### src/rtl/softmax_argmax.sv
// Streaming top-2 reader: tracks best/runner-up probability over one frame, holds result until accepted.
// Optional frame-length checking is built only when ARGMAX_LENGTH_CHECK_EN is defined.
module softmax_argmax #(
  parameter int NUM_CLASSES = 1024,
  parameter int DATA_W      = 16,
  parameter int IDX_W       = $clog2(NUM_CLASSES)
) (
  input  logic              clk,
  input  logic              rst,
  input  logic              in_valid,
  output logic              in_ready,
  input  logic [DATA_W-1:0] in_data,
  input  logic              in_last,
  output logic              out_valid,
  input  logic              out_ready,
  output logic [IDX_W-1:0]  out_index,
  output logic [DATA_W-1:0] out_prob,
  output logic [IDX_W-1:0]  out_second_index,
  output logic [DATA_W-1:0] out_margin,
  output logic [IDX_W:0]    out_count,
  output logic              out_len_err
);

  // state | meaning
  // ACCUM | accepting beats of the current frame
  // HOLD  | result presented, waiting for out_ready
  typedef enum logic {ACCUM, HOLD} state_t;

  state_t            state, state_nxt;
  logic [IDX_W:0]    pos;
  logic [DATA_W-1:0] best_val, sec_val, nb_val, ns_val;
  logic [IDX_W-1:0]  best_idx, sec_idx, nb_idx, ns_idx;
  logic [IDX_W-1:0]  cur_idx;
  logic              accept, last_slot, frame_end, release_out;

  assign in_ready    = (state == ACCUM) && !rst;
  assign out_valid   = (state == HOLD);
  assign accept      = in_valid && in_ready;
  assign cur_idx     = pos[IDX_W-1:0];
  assign last_slot   = (pos == (IDX_W+1)'(NUM_CLASSES - 1));
  assign frame_end   = accept && (in_last || last_slot);
  assign release_out = (state == HOLD) && out_ready;

  // Strict compares so that equal values never displace an earlier index.
  always_comb begin
    nb_val = best_val;
    nb_idx = best_idx;
    ns_val = sec_val;
    ns_idx = sec_idx;
    if (pos == '0) begin
      nb_val = in_data;
      nb_idx = cur_idx;
      ns_val = '0;
      ns_idx = '0;
    end else if (in_data > best_val) begin
      ns_val = best_val;
      ns_idx = best_idx;
      nb_val = in_data;
      nb_idx = cur_idx;
    end else if (in_data > sec_val) begin
      ns_val = in_data;
      ns_idx = cur_idx;
    end
  end

  always_comb begin
    state_nxt = state;
    case (state)
      ACCUM:   if (frame_end) state_nxt = HOLD;
      HOLD:    if (out_ready) state_nxt = ACCUM;
      default: state_nxt = ACCUM;
    endcase
  end

  always_ff @(posedge clk) begin
    if (rst) begin
      state            <= ACCUM;
      pos              <= '0;
      best_val         <= '0;
      best_idx         <= '0;
      sec_val          <= '0;
      sec_idx          <= '0;
      out_index        <= '0;
      out_prob         <= '0;
      out_second_index <= '0;
      out_margin       <= '0;
      out_count        <= '0;
    end else begin
      state <= state_nxt;
      if (frame_end || release_out) begin
        pos      <= '0;
        best_val <= '0;
        best_idx <= '0;
        sec_val  <= '0;
        sec_idx  <= '0;
      end else if (accept) begin
        pos      <= pos + (IDX_W+1)'(1);
        best_val <= nb_val;
        best_idx <= nb_idx;
        sec_val  <= ns_val;
        sec_idx  <= ns_idx;
      end
      if (frame_end) begin
        out_index        <= nb_idx;
        out_prob         <= nb_val;
        out_second_index <= ns_idx;
        out_margin       <= nb_val - ns_val;
        out_count        <= pos + (IDX_W+1)'(1);
      end
    end
  end

`ifdef ARGMAX_LENGTH_CHECK_EN
  // A frame ending on the last slot without in_last is also a length error.
  always_ff @(posedge clk) begin
    if (rst) begin
      out_len_err <= 1'b0;
    end else if (frame_end) begin
      out_len_err <= in_last ? !last_slot : 1'b1;
    end
  end
`else
  assign out_len_err = 1'b0;
`endif

endmodule

### config.mk
export PLATFORM = sky130hd
export DESIGN_NAME = softmax_argmax
export DESIGN_NICKNAME = d
export VERILOG_FILES = /design/src/rtl/softmax_argmax.sv
export SDC_FILE = /design/constraint.sdc
export NUM_CORES = 1
export LEC_CHECK = 0
export ABC_AREA = 1
export BUFFER_PORTS_ARGS = -buffer_cell sky130_fd_sc_hd__buf_2
export CORE_MARGIN = 2
export CORE_UTILIZATION = 59
export CTS_CLUSTER_DIAMETER = 50
export DETAILED_ROUTE_END_ITERATION = 7
export HOLD_SLACK_MARGIN = 0.1
export PLACE_DENSITY = 0.81
export SYNTH_ARGS = -nofsm -noshare
export SYNTH_HDL_FRONTEND = slang
export SYNTH_SLANG_ARGS = --single-unit
### constraint.sdc
create_clock -name clk -period 5.24 [get_ports clk]
set_clock_uncertainty 0.05 [all_clocks]
set_input_delay 0.786 -clock clk [delete_from_list [all_inputs] [get_ports clk]]
set_output_delay 0.786 -clock clk [all_outputs]
set_load 0.01 [all_outputs]
## Word-level counts from Yosys, hierarchy flattened

Cells that the tools add are included.

| storage, ports and cells | value |
|---|---|
| register bits | 127 |
| input port bits | 21 |
| output and inout port bits | 66 |

| cells by class | value |
|---|---|
| $add $sub $neg | 2 |
| order comparisons | 2 |
| equal/unequal tests | 1 |
| mux-type cells | 13 |
| bitwise gates (word level) | 1 |
| reduce and logical (&&, ||, !) cells | 9 |

Operators with widths:

| operator | count |
|---|---|
| $mux 16 | 5 |
| $mux 10 | 5 |
| $gt 16x16->1 | 2 |
| $sub 16x16->16 | 1 |
| $add 11x1->11 const B | 1 |
| $eq 11x10->1 const B | 1 |
| $logic_not 11->1 | 1 |
| $logic_and 1x1->1 | 4 |
| $logic_or 1x1->1 | 2 |
| $mux 1 | 2 |
| $pmux 1 s2 | 1 |
| $reduce_or 2->1 | 1 |
| $logic_not 1->1 | 1 |
| $not 1->1 | 1 |

## Longest topological paths before layout

Gate-level depths: netlist of run 1.

| depth | value |
|---|---|
| word-level depth | 6 |
| gate-level depth with buffers | 30 |

## Worst setup path before layout of run 1

No wires, ideal clock.

| timing | value |
|---|---|
| path type | input to register |
| start point | input port in_data[11] |
| end point | register out_margin[12] |
| library setup time | 115 ps |
| arrival time | 3,960 ps |
| data required time | 5,075 ps |
| path slack | 1,114 ps |
| stages | 22 |
| path buffers | 2 |
| cells stage by stage | ha_1 a21oi_1 o21ai_0 a21oi_1 nand2_1 nand2_1 nand2_1 buf_2 buf_2 o22ai_1 ha_1 inv_1 fa_1 nand3_1 nand2_1 a21oi_1 o21ai_0 a21boi_0 o21ai_0 xor2_1 o21ai_0 inv_1 |

| on the way | value |
|---|---|
| cells in the longest elaborated chain, start to end | 5 |

RTL lines:

| what | line | text |
|---|---|---|
| from (decl) | 12 | `input logic [DATA_W-1:0] in_data,` |
| $gt 16x16->1 | 60 | `end else if (in_data > sec_val) begin` |
| $mux 16 | 60 |  |
| $mux 16 (*) | 55 | `end else if (in_data > best_val) begin` |
| $mux 16 (*) | 50 | `if (pos == '0) begin` |
| via ns_val[0] | 31 | `logic [DATA_W-1:0] best_val, sec_val, nb_val, ns_val;` |
| $sub 16x16->16 (*) | 107 | `out_margin <= nb_val - ns_val;` |
| to (signal assigned) | 107 |  |
| to (decl) | 19 | `output logic [DATA_W-1:0] out_margin,` |

Mark *: on every way through the listed nets, which the timed path passes. The rest lies on a longest branch.
A chain may end at the register's enable or synchronous reset.

## Worst setup path in the final report of run 1

| timing | value |
|---|---|
| start point | input port in_data[11] |
| end point | register out_margin[12] |

| on the way | value |
|---|---|
| cells in the longest elaborated chain, start to end | 5 |

RTL lines:

| what | line |
|---|---|
| $gt 16x16->1 | 60 |
| $mux 16 | 60 |
| $mux 16 | 55 |
| $mux 16 | 50 |
| $sub 16x16->16 (*) | 107 |

Mark *: on every way between the ends. The rest lies on a longest branch, timed or not.

==> flow_metrics.env, run 1 <==
export IMPL_switching_power_mw=0.801
export IMPL_period_needed_ns=4.49
export IMPL_slew_headroom_pct=28.6
export IMPL_hold_class="register to register"
export IMPL_holdPathEnd="out_count[10]"
export IMPL_cts_resized=0
export IMPL_grt_max_degree=112
export IMPL_fin_cells=1277
export IMPL_rr_worst_depth=20
export IMPL_clock_path_buffers=2
export IMPL_finalSetupViolations=0
export IMPL_cts_sinks=127
export IMPL_antenna_left=0
export IMPL_die_height_um=115
export IMPL_holdWs_ns=0.429
export IMPL_drt_total_wl_mm=17.7
export IMPL_ys_ff_latch=127
export IMPL_peakVddDrop_mv=0.259
export IMPL_powerDensity_mw_per_mm2=343
export IMPL_grt_pass1_wl_mm=29.0
export IMPL_required_ns=5.51
export IMPL_reg2reg_to="out_margin[12]"
export IMPL_internal_power_mw=2.04
export IMPL_final_util_pct=69.3
export IMPL_register_area_mm2=0.00254
export IMPL_fp_dieArea_mm2=0.0131
export IMPL_slew_violations=0
export IMPL_drive_gt1_share_pct=12.8
export IMPL_worstReg2RegStart="best_val[15]"
export IMPL_gp_congestion=0.910
export IMPL_layout_common_cells="inv_1, nand2_1, o21ai_0"
export IMPL_detail_route_wl_per_cell_um=13.9
export IMPL_viasPerCell=5.35
export IMPL_worst_pin_slew_ns=1.07
export IMPL_grt_antenna_before_repair=0
export IMPL_synthCells=1054
export IMPL_vias=6831
export IMPL_h_tree_depth=4
export IMPL_die_x_um=115
export IMPL_grt_ovfl_total=0
export IMPL_diodes=0
export IMPL_worstSkewPairLatency_ns=0.42
export IMPL_fin_crit_sh_pct=85.6
export IMPL_cp_common_cell="o21ai_0"
export IMPL_comb_power_share_pct=19.2
export IMPL_crit_fanout=25
export IMPL_hold_viol_final=0
export IMPL_final_common_cell="inv_1"
export IMPL_hold_start="out_count[10]"
export IMPL_async_flop_share_pct=0
export IMPL_nets=1190
export IMPL_clk_pin_slew_worst_paths_ns=0.06
export IMPL_fillers=1041
export IMPL_max_cap_violations=0
export IMPL_cp_top_family="compound AO/OA/AOI/OAI gates"
export IMPL_drt_pass1_iter_count=5
export IMPL_dpl_hpwl_mm=12.1
export IMPL_core_area_mm2=0.0120
export IMPL_grt_pass1_vias=5975
export IMPL_cpPeakStageDelay_ns=0.44
export IMPL_crit_buf_inv=3
export IMPL_netlist_area_mm2=0.00722
export IMPL_slowest_stage="o21ai_0"
export IMPL_cts_hold_buf=0
export IMPL_cp_cell_sequence="buf_2 > ha_1 > a21oi_1 > o21ai_0 > a21oi_1 > nand2_1 > nand2_1 > nand2_2 > o21ai_0 > ha_1 > inv_1 > fa_1 > nand3_1 > nand2_1 > a21oi_1 > o21ai_0 > a21boi_0 > o21ai_0 > xor2_1 > o21ai_0 > inv_1"
export IMPL_cts_root_buf="clkbuf_16"
export IMPL_multi_input_area_mm2=0.00364
export IMPL_power_share_sequential_pct=36.6
export IMPL_worst_slack_ns=0.754
export IMPL_drt_iter0_markers=525
export IMPL_ys_types=39
export IMPL_crit_arrival_ns=4.75
export IMPL_ys_flop_type="dfxtp_1"
export IMPL_drc_errors=0
export IMPL_synth_avg_cell_area_um2=6.85
export IMPL_whs_path_depth=2
export IMPL_portBuffers=85
export IMPL_grt_util_all_layers_pct=28.0
export IMPL_io_pins=87
export IMPL_crit_path_start_kind="primary input"
export IMPL_rrSetupSlack_ns=0.83
export IMPL_timing_fmax_ghz=0.223
export IMPL_initial_core_util_pct=60.3
export IMPL_pre_cts_ws_ns=0.395
export IMPL_crit_path_end_kind="register"
export IMPL_num_rows=40
export IMPL_setup_tns_ns=0
export IMPL_sw_frac_of_total_pct=28.2
export IMPL_status="complete, no violations"
export IMPL_synth_edf_count=0
export IMPL_cts_buffers_inserted=17
export IMPL_path_class="primary input to register"
export IMPL_leakage_nw=4.33
export IMPL_p_clk_share_pct=44.2
export IMPL_ys_seq_area_share_pct=35.2
export IMPL_syn_nets=1125
export IMPL_ys_warn_count=0
export IMPL_cts_tree="done"
export IMPL_dp_cells=1247
export IMPL_synthToLayoutAreaGrowth_pct=14.8
export IMPL_post_cts_setup_buffer_count=0
export IMPL_grt_setup_unrepaired="false"
cell type report:
class	instances	share of cell area, %
Clock buffer	21	5.68
Clock inverter	9	1.90
Inverter	199	9.03
Multi-Input combinational cell	674	44.0
Sequential cell	127	30.7
Tap cell	147	2.22
Timing Repair Buffer	100	6.49
Yosys cell counts, types with 7 or more instances:
cell type	count	share of area, %
buf_2	15	1.0
inv_1	195	10
xor2_1	11	1.3
o21ai_1	32	2.2
nand2_1	139	7.2
o22ai_1	28	2.4
xnor2_1	7	0.85
o21ai_0	130	9.0
nand3_1	14	0.97
nor2_1	127	6.6
clkbuf_1	27	1.4
a21oi_1	101	7.0
dfxtp_1	127	35
ha_1	49	8.5
worst register-to-register path, delay by kind of cell, from the launching register on:
kind / cells / cell delay [ns]
AND/OR/NAND/NOR: 7 / 1.20
AO/OA/AOI/OAI: 6 / 1.42
XOR/XNOR: 1 / 0.16
buffers and inverters: 3 / 0.19
flip-flops: 1 / 0.35
adder cells (fa/ha/maj): 3 / 0.90
per-stage QoR:
step           total power, mW  instance area (µm²)
3_3_place_gp              1.59                 7660
2_1_floorplan             1.45                 7220
4_1_cts                   2.85                 8280
5_1_grt                   2.98                 8280
6_report                  2.84                 8280
3_5_place_dp              1.59                 7660
how the worst max path moves through the flow:
stage	cells past startpoint	endpoint	from
6_report	21	out_margin[12]	in_data[11]
2_1_floorplan	22	out_margin[12]	in_data[11]
3_5_place_dp	21	out_margin[12]	in_data[11]
5_1_grt	20	out_margin[12]	in_data[15]
3_3_place_gp	21	out_margin[12]	in_data[11]
4_1_cts	21	out_margin[12]	in_data[11]
registers in the layout (all words and copies together), names as in the netlist:
signal and flops:
out_margin 16, out_index 10, out_valid 1, sec_idx 10, out_prob 16, sec_val 16, out_second_index 10, best_val 16
out_count 11, pos 11, best_idx 10
kinds of logic after synthesis:
logic type                 share of synthesized area, %
AOI/OAI and AO/OA                                  22.7
other                                            0.0520
adders and majority gates                          8.77
xor gates and xnor gates                           2.18
buffers and inverters                              14.3
DFF                                                35.2
and+or+nand+nor                                    16.7
layer usage:
| layer | global-route usage [%] | share of wire [%] | wire length [µm] | vias to the layer above |
|---|---|---|---|---|
| li1 | - | - | - | 3509 |
| met1 | 39.6 | 47 | 8390 | 3038 |
| met2 | 42.2 | 43 | 7610 | 253 |
| met3 | 6.51 | 7.7 | 1360 | 31 |
| met4 | 9.35 | 1.9 | 337 | 0 |
| met5 | 0 | 0 | 0 | - |
power by group through the flow:
stage                     Combinational (mW)  Sequential (mW)  Clock [mW]
after floorplan                        0.381             1.07           0
after global placement                 0.527             1.06           0
after detailed placement               0.534             1.06           0
after CTS                              0.541             1.04        1.27
after global routing                   0.621             1.05        1.31
final                                  0.546             1.04        1.26
No activity file was read; power rests on OpenSTA's default activity.
==> run 2, diff against run 1 <==
==> constraint.sdc (replaced) <==
create_clock -name clk -period 5.24 [get_ports clk]
set_clock_uncertainty 0.05 [all_clocks]
set_input_delay 1.048 -clock clk [delete_from_list [all_inputs] [get_ports clk]]
set_output_delay 1.048 -clock clk [all_outputs]
set_load 0.01 [all_outputs]
==> run 2 against run 1 <==
  * Cell count up 0.16%
  * Critical path depth up 3
  * Fmax down 3.6%
  * Wire length up 1.8%
  * Combinational power about the same
  * Global-route usage up 0.65 points
  * Clock power about the same
  * Count of clock-buffer cells in the layout down 4
  * Utilization up 0.15 points
  * Sequential share of layout area down 0.065 points
==> flow_metrics.env, run 2 (synthesis gave the netlist of run 1 again) <==
export IMPL_num_rows=40
export IMPL_gp_congestion=0.879
export IMPL_fin_crit_sh_pct=88.8
export IMPL_die_height_um=115
export IMPL_cts_sinks=127
export IMPL_hold_class="register to register"
export IMPL_powerDensity_mw_per_mm2=344
export IMPL_internal_power_mw=2.02
export IMPL_vias=6824
export IMPL_whs_path_depth=2
export IMPL_drc_errors=0
export IMPL_h_tree_depth=4
export IMPL_power_share_sequential_pct=36.4
export IMPL_detail_route_wl_per_cell_um=14.1
export IMPL_peakVddDrop_mv=0.200
export IMPL_grt_ovfl_total=0
export IMPL_setup_tns_ns=0
export IMPL_comb_power_share_pct=19.2
export IMPL_dpl_hpwl_mm=12.3
export IMPL_leakage_nw=4.34
export IMPL_required_ns=5.52
export IMPL_antenna_left=0
export IMPL_timing_fmax_ghz=0.215
export IMPL_cts_root_buf="clkbuf_16"
export IMPL_crit_path_end_kind="register"
export IMPL_slew_headroom_pct=15.3
export IMPL_dp_cells=1247
export IMPL_holdWs_ns=0.434
export IMPL_period_needed_ns=4.65
export IMPL_initial_core_util_pct=60.3
export IMPL_drt_total_wl_mm=18.0
export IMPL_rr_worst_depth=19
export IMPL_clk_pin_slew_worst_paths_ns=0.06
export IMPL_grt_pass1_vias=6232
export IMPL_die_x_um=115
export IMPL_drt_iter0_markers=603
export IMPL_finalSetupViolations=0
export IMPL_crit_arrival_ns=4.93
export IMPL_fp_dieArea_mm2=0.0131
export IMPL_cts_tree="done"
export IMPL_grt_pass1_wl_mm=29.9
export IMPL_portBuffers=85
export IMPL_worstSkewPairLatency_ns=0.43
export IMPL_switching_power_mw=0.844
export IMPL_sw_frac_of_total_pct=29.5
export IMPL_postLayoutCellArea_mm2=0.00830
export IMPL_pre_cts_ws_ns=0.233
export IMPL_grt_max_degree=112
export IMPL_layout_common_cells="inv_1, nand2_1, o21ai_0"
export IMPL_viasPerCell=5.34
export IMPL_grt_setup_unrepaired="false"
export IMPL_post_cts_setup_buffer_count=0
export IMPL_path_class="primary input to register"
export IMPL_core_area_mm2=0.0120
export IMPL_fin_cells=1279
export IMPL_drive_gt1_share_pct=13.1
export IMPL_clock_path_buffers=2
export IMPL_io_pins=87
export IMPL_cts_buffers_inserted=17
export IMPL_hold_viol_final=0
export IMPL_worst_pin_slew_ns=1.27
export IMPL_crit_fanout=40
export IMPL_grt_antenna_before_repair=0
export IMPL_status="complete, no violations"
export IMPL_grt_util_all_layers_pct=28.7
export IMPL_cts_hold_buf=0
export IMPL_diodes=0
export IMPL_max_cap_violations=0
export IMPL_drt_pass1_iter_count=6
export IMPL_crit_path_start_kind="primary input"
export IMPL_p_clk_share_pct=44.4
export IMPL_worst_slack_ns=0.587
export IMPL_final_common_cell="inv_1"
export IMPL_synthToLayoutAreaGrowth_pct=15.1
export IMPL_nets=1190
export IMPL_cts_resized=0
export IMPL_slew_violations=0
export IMPL_dpl_cell_area_mm2=0.00767
run 2: final timing paths:
path                      from        endpoint  slack, ns
hold / removal    out_count[9]    out_count[9]       0.43
setup reg to reg        pos[0]  out_margin[15]       0.90
hold reg to reg   out_count[9]    out_count[9]       0.43
setup / recovery   in_data[13]  out_margin[15]       0.59
run 2: routing by layer:
layer	part of all wire [%]	GRT usage, %	vias to the layer above	routed length (µm)
met5	0	0	-	0
met4	2.4	10.6	0	425
met3	7.9	5.93	41	1420
met2	43	44.1	249	7800
met1	46	39.8	3023	8380
li1	-	-	3511	-
run 2: area by class of cell:
type	count	area (µm²)
timing repair buffer	100	551
clock buffer	17	425
sequential	127	2540
multi-input combinational	674	3640
inverter	199	748
clock inverter	15	208
fill	1014	3660
tap	147	184
run 2: stage by stage:
step	power [mW]	utilization, %
2_1_floorplan	1.45	-
3_3_place_gp	1.59	64.1
3_5_place_dp	1.60	64.1
4_1_cts	2.86	69.4
5_1_grt	2.99	69.4
6_report	2.86	69.4
run 2: power by group through the flow:
stage	Clock [mW]	Sequential [mW]	Combinational (mW)
floorplan	0	1.07	0.381
global placement	0	1.06	0.527
detailed placement	0	1.06	0.537
CTS	1.28	1.04	0.542
global route	1.32	1.05	0.623
finish	1.27	1.04	0.548
run 2: worst max-delay path, stage by stage:
cell	delay [ns]
buf_2	0.13
ha_1	0.32
a21oi_1	0.19
o21ai_0	0.10
a21oi_1	0.16
nand2_1	0.15
nand2_1	0.21
nand2_2	0.20
buf_12	0.23
o22ai_1	0.19
inv_1	0.09
ha_1	0.34
a21oi_1	0.17
nand2_1	0.12
nand3_1	0.09
nand3_1	0.10
a21boi_0	0.29
o21ai_0	0.21
a21boi_0	0.26
inv_1	0.07
nand2_1	0.07
nand3_1	0.06
nand2_1	0.09
inv_1	0.03
==> run 3, diff against run 2 <==
--- a/config.mk
+++ b/config.mk
@@ -7,11 +7,10 @@
 export LEC_CHECK = 0
 export ABC_AREA = 1
 export BUFFER_PORTS_ARGS = -buffer_cell sky130_fd_sc_hd__buf_2
-export CORE_MARGIN = 2
+export CORE_MARGIN = 1.5
 export CORE_UTILIZATION = 59
 export CTS_CLUSTER_DIAMETER = 50
 export DETAILED_ROUTE_END_ITERATION = 7
-export HOLD_SLACK_MARGIN = 0.1
 export PLACE_DENSITY = 0.81
 export SYNTH_ARGS = -nofsm -noshare
 export SYNTH_HDL_FRONTEND = slang
==> run 3 against run 2 <==
  * Utilization down 0.82 points
  * Setup slack worse by 0.15 ns
  * Power down 6.5%
  * Wire length down 0.47%
  * Largest cell class unchanged
  * Sequential power about the same
  * Sequential share of layout area up 0.36 points
  * Cell area down 1.2%
==> flow_metrics.env, run 3 (synthesis gave the netlist of run 1 again) <==
export IMPL_status="complete, no violations"
export IMPL_crit_fanout=21
export IMPL_peakVddDrop_mv=0.184
export IMPL_fin_crit_sh_pct=91.6
export IMPL_crit_arrival_ns=5.07
export IMPL_nets=1191
export IMPL_gp_congestion=0.915
export IMPL_finalSetupViolations=0
export IMPL_hold_viol_final=0
export IMPL_fp_dieArea_mm2=0.0129
export IMPL_final_common_cell="inv_1"
export IMPL_die_height_um=114
export IMPL_portBuffers=85
export IMPL_num_rows=40
export IMPL_cts_root_buf="clkbuf_16"
export IMPL_cpPeakStageDelay_ns=0.38
export IMPL_grt_ovfl_total=0
export IMPL_fillers=1027
export IMPL_h_tree_depth=4
export IMPL_p_total_mw=2.68
export IMPL_drc_errors=0
export IMPL_slew_headroom_pct=24.0
export IMPL_initial_core_util_pct=60.3
export IMPL_cts_sinks=127
export IMPL_antenna_left=0
export IMPL_cts_buffers_inserted=17
export IMPL_path_class="primary input to register"
export IMPL_slew_violations=0
export IMPL_grt_pass1_vias=6025
export IMPL_cts_tree="done"
export IMPL_cp_cell_sequence="buf_2 > ha_1 > nand4_1 > nor3_2 > nand3_1 > nand2_1 > nand2_2 > buf_4 > buf_4 > o21ai_0 > ha_1 > a21oi_1 > a21boi_0 > o21ai_0 > a21boi_0 > inv_1 > nand2_1 > nand3_1 > nand2_1 > inv_1"
export IMPL_grt_antenna_before_repair=0
export IMPL_post_cts_setup_buffer_count=0
export IMPL_drive_gt1_share_pct=12.7
export IMPL_cts_hold_buf=0
export IMPL_fin_cells=1279
export IMPL_powerDensity_mw_per_mm2=326
export IMPL_leakage_nw=4.28
export IMPL_detail_route_wl_per_cell_um=14.0
export IMPL_crit_path_start_kind="primary input"
export IMPL_dpl_hpwl_mm=12.4
export IMPL_cts_resized=0
export IMPL_layout_common_cells="inv_1, nand2_1, o21ai_0"
export IMPL_clk_pin_slew_worst_paths_ns=0.05
export IMPL_drt_total_wl_mm=17.9
export IMPL_drt_pass1_iter_count=5
export IMPL_drt_iter0_markers=631
export IMPL_synthToLayoutAreaGrowth_pct=13.7
export IMPL_dp_cells=1248
export IMPL_grt_max_degree=112
export IMPL_grt_setup_unrepaired="false"
export IMPL_hold_class="register to register"
export IMPL_clock_path_buffers=2
export IMPL_setup_tns_ns=0
export IMPL_grt_pass1_wl_mm=29.2
export IMPL_vias=6932
export IMPL_worstSkewPairLatency_ns=0.42
export IMPL_required_ns=5.51
export IMPL_timing_fmax_ghz=0.208
export IMPL_grt_util_all_layers_pct=28.4
export IMPL_core_area_mm2=0.0120
export IMPL_crit_path_end_kind="register"
export IMPL_slowest_stage="o21ai_0"
export IMPL_viasPerCell=5.42
export IMPL_cp_common_cell="nand2_1"
export IMPL_diodes=0
export IMPL_worst_pin_slew_ns=1.14
export IMPL_period_needed_ns=4.80
export IMPL_io_pins=87
export IMPL_max_cap_violations=0
export IMPL_die_x_um=114
-- run 3: changes by cell type in the layout (fill, tap and decap cells not counted) --
| cell | before | now |
|---|---|---|
| buf_12 | 1 | 0 |
| bufinv_16 | 4 | 1 |
| buf_4 | 14 | 16 |
| clkinvlp_4 | 1 | 5 |
| clkbuf_1 | 0 | 4 |
| clkinv_4 | 3 | 0 |
| inv_6 | 5 | 1 |
| clkbuf_8 | 0 | 1 |
-- run 3: final timing paths --
path	from	slack [ns]	end	cells after the start
hold reg to reg	out_count[9]	0.43	out_count[9]	2
setup reg to reg	best_val[15]	0.77	out_margin[15]	20
setup / recovery	in_data[11]	0.44	out_margin[15]	20
hold / removal	out_count[9]	0.43	out_count[9]	2
-- run 3: critical path: cells and delay by family --
family	cells	cell delay, ns
compound gates	5	1.35
simple gates	8	1.27
buf+inv	5	0.71
fa+ha+maj	2	0.68
-- run 3: power by group --
group	internal, mW	switching [mW]	leakage (nW)	total [mW]
clock	0.660	0.423	0.249	1.08
combinational	0.194	0.357	2.99	0.551
sequential	1.02	0.0226	1.04	1.04
-- run 3: per-layer routing --
metal  track usage, %  routed length, µm  up-vias
li1                 -                  -     3518
met1             40.0               8500     3121
met2             43.3               7860      259
met3             5.63               1230       34
met4             10.3                357        0
met5                0                  0        -
-- run 3: metrics by stage --
| step | hold WS, ns | setup slack, ns | area (µm²) | util (%) |
|---|---|---|---|---|
| floorplan | 0.427 | 0.852 | 7220 | - |
| global placement | 0.415 | 0.222 | 7660 | 64.1 |
| detailed placement | 0.418 | 0.119 | 7660 | 64.1 |
| CTS | 0.428 | 0.536 | 8200 | 68.6 |
| global route | 0.459 | 0.0453 | 8200 | 68.6 |
| finish | 0.431 | 0.439 | 8200 | 68.6 |
-- run 3: final cells by class --
cell class                 count  area [µm²]  area share, %
multi-input combinational    674        3640           44.4
tap                          147         184           2.24
inverter                     199         748           9.12
sequential                   127        2540           31.0
timing repair buffer         101         546           6.65
clock buffer                  22         454           5.54
clock inverter                 9        86.3           1.05
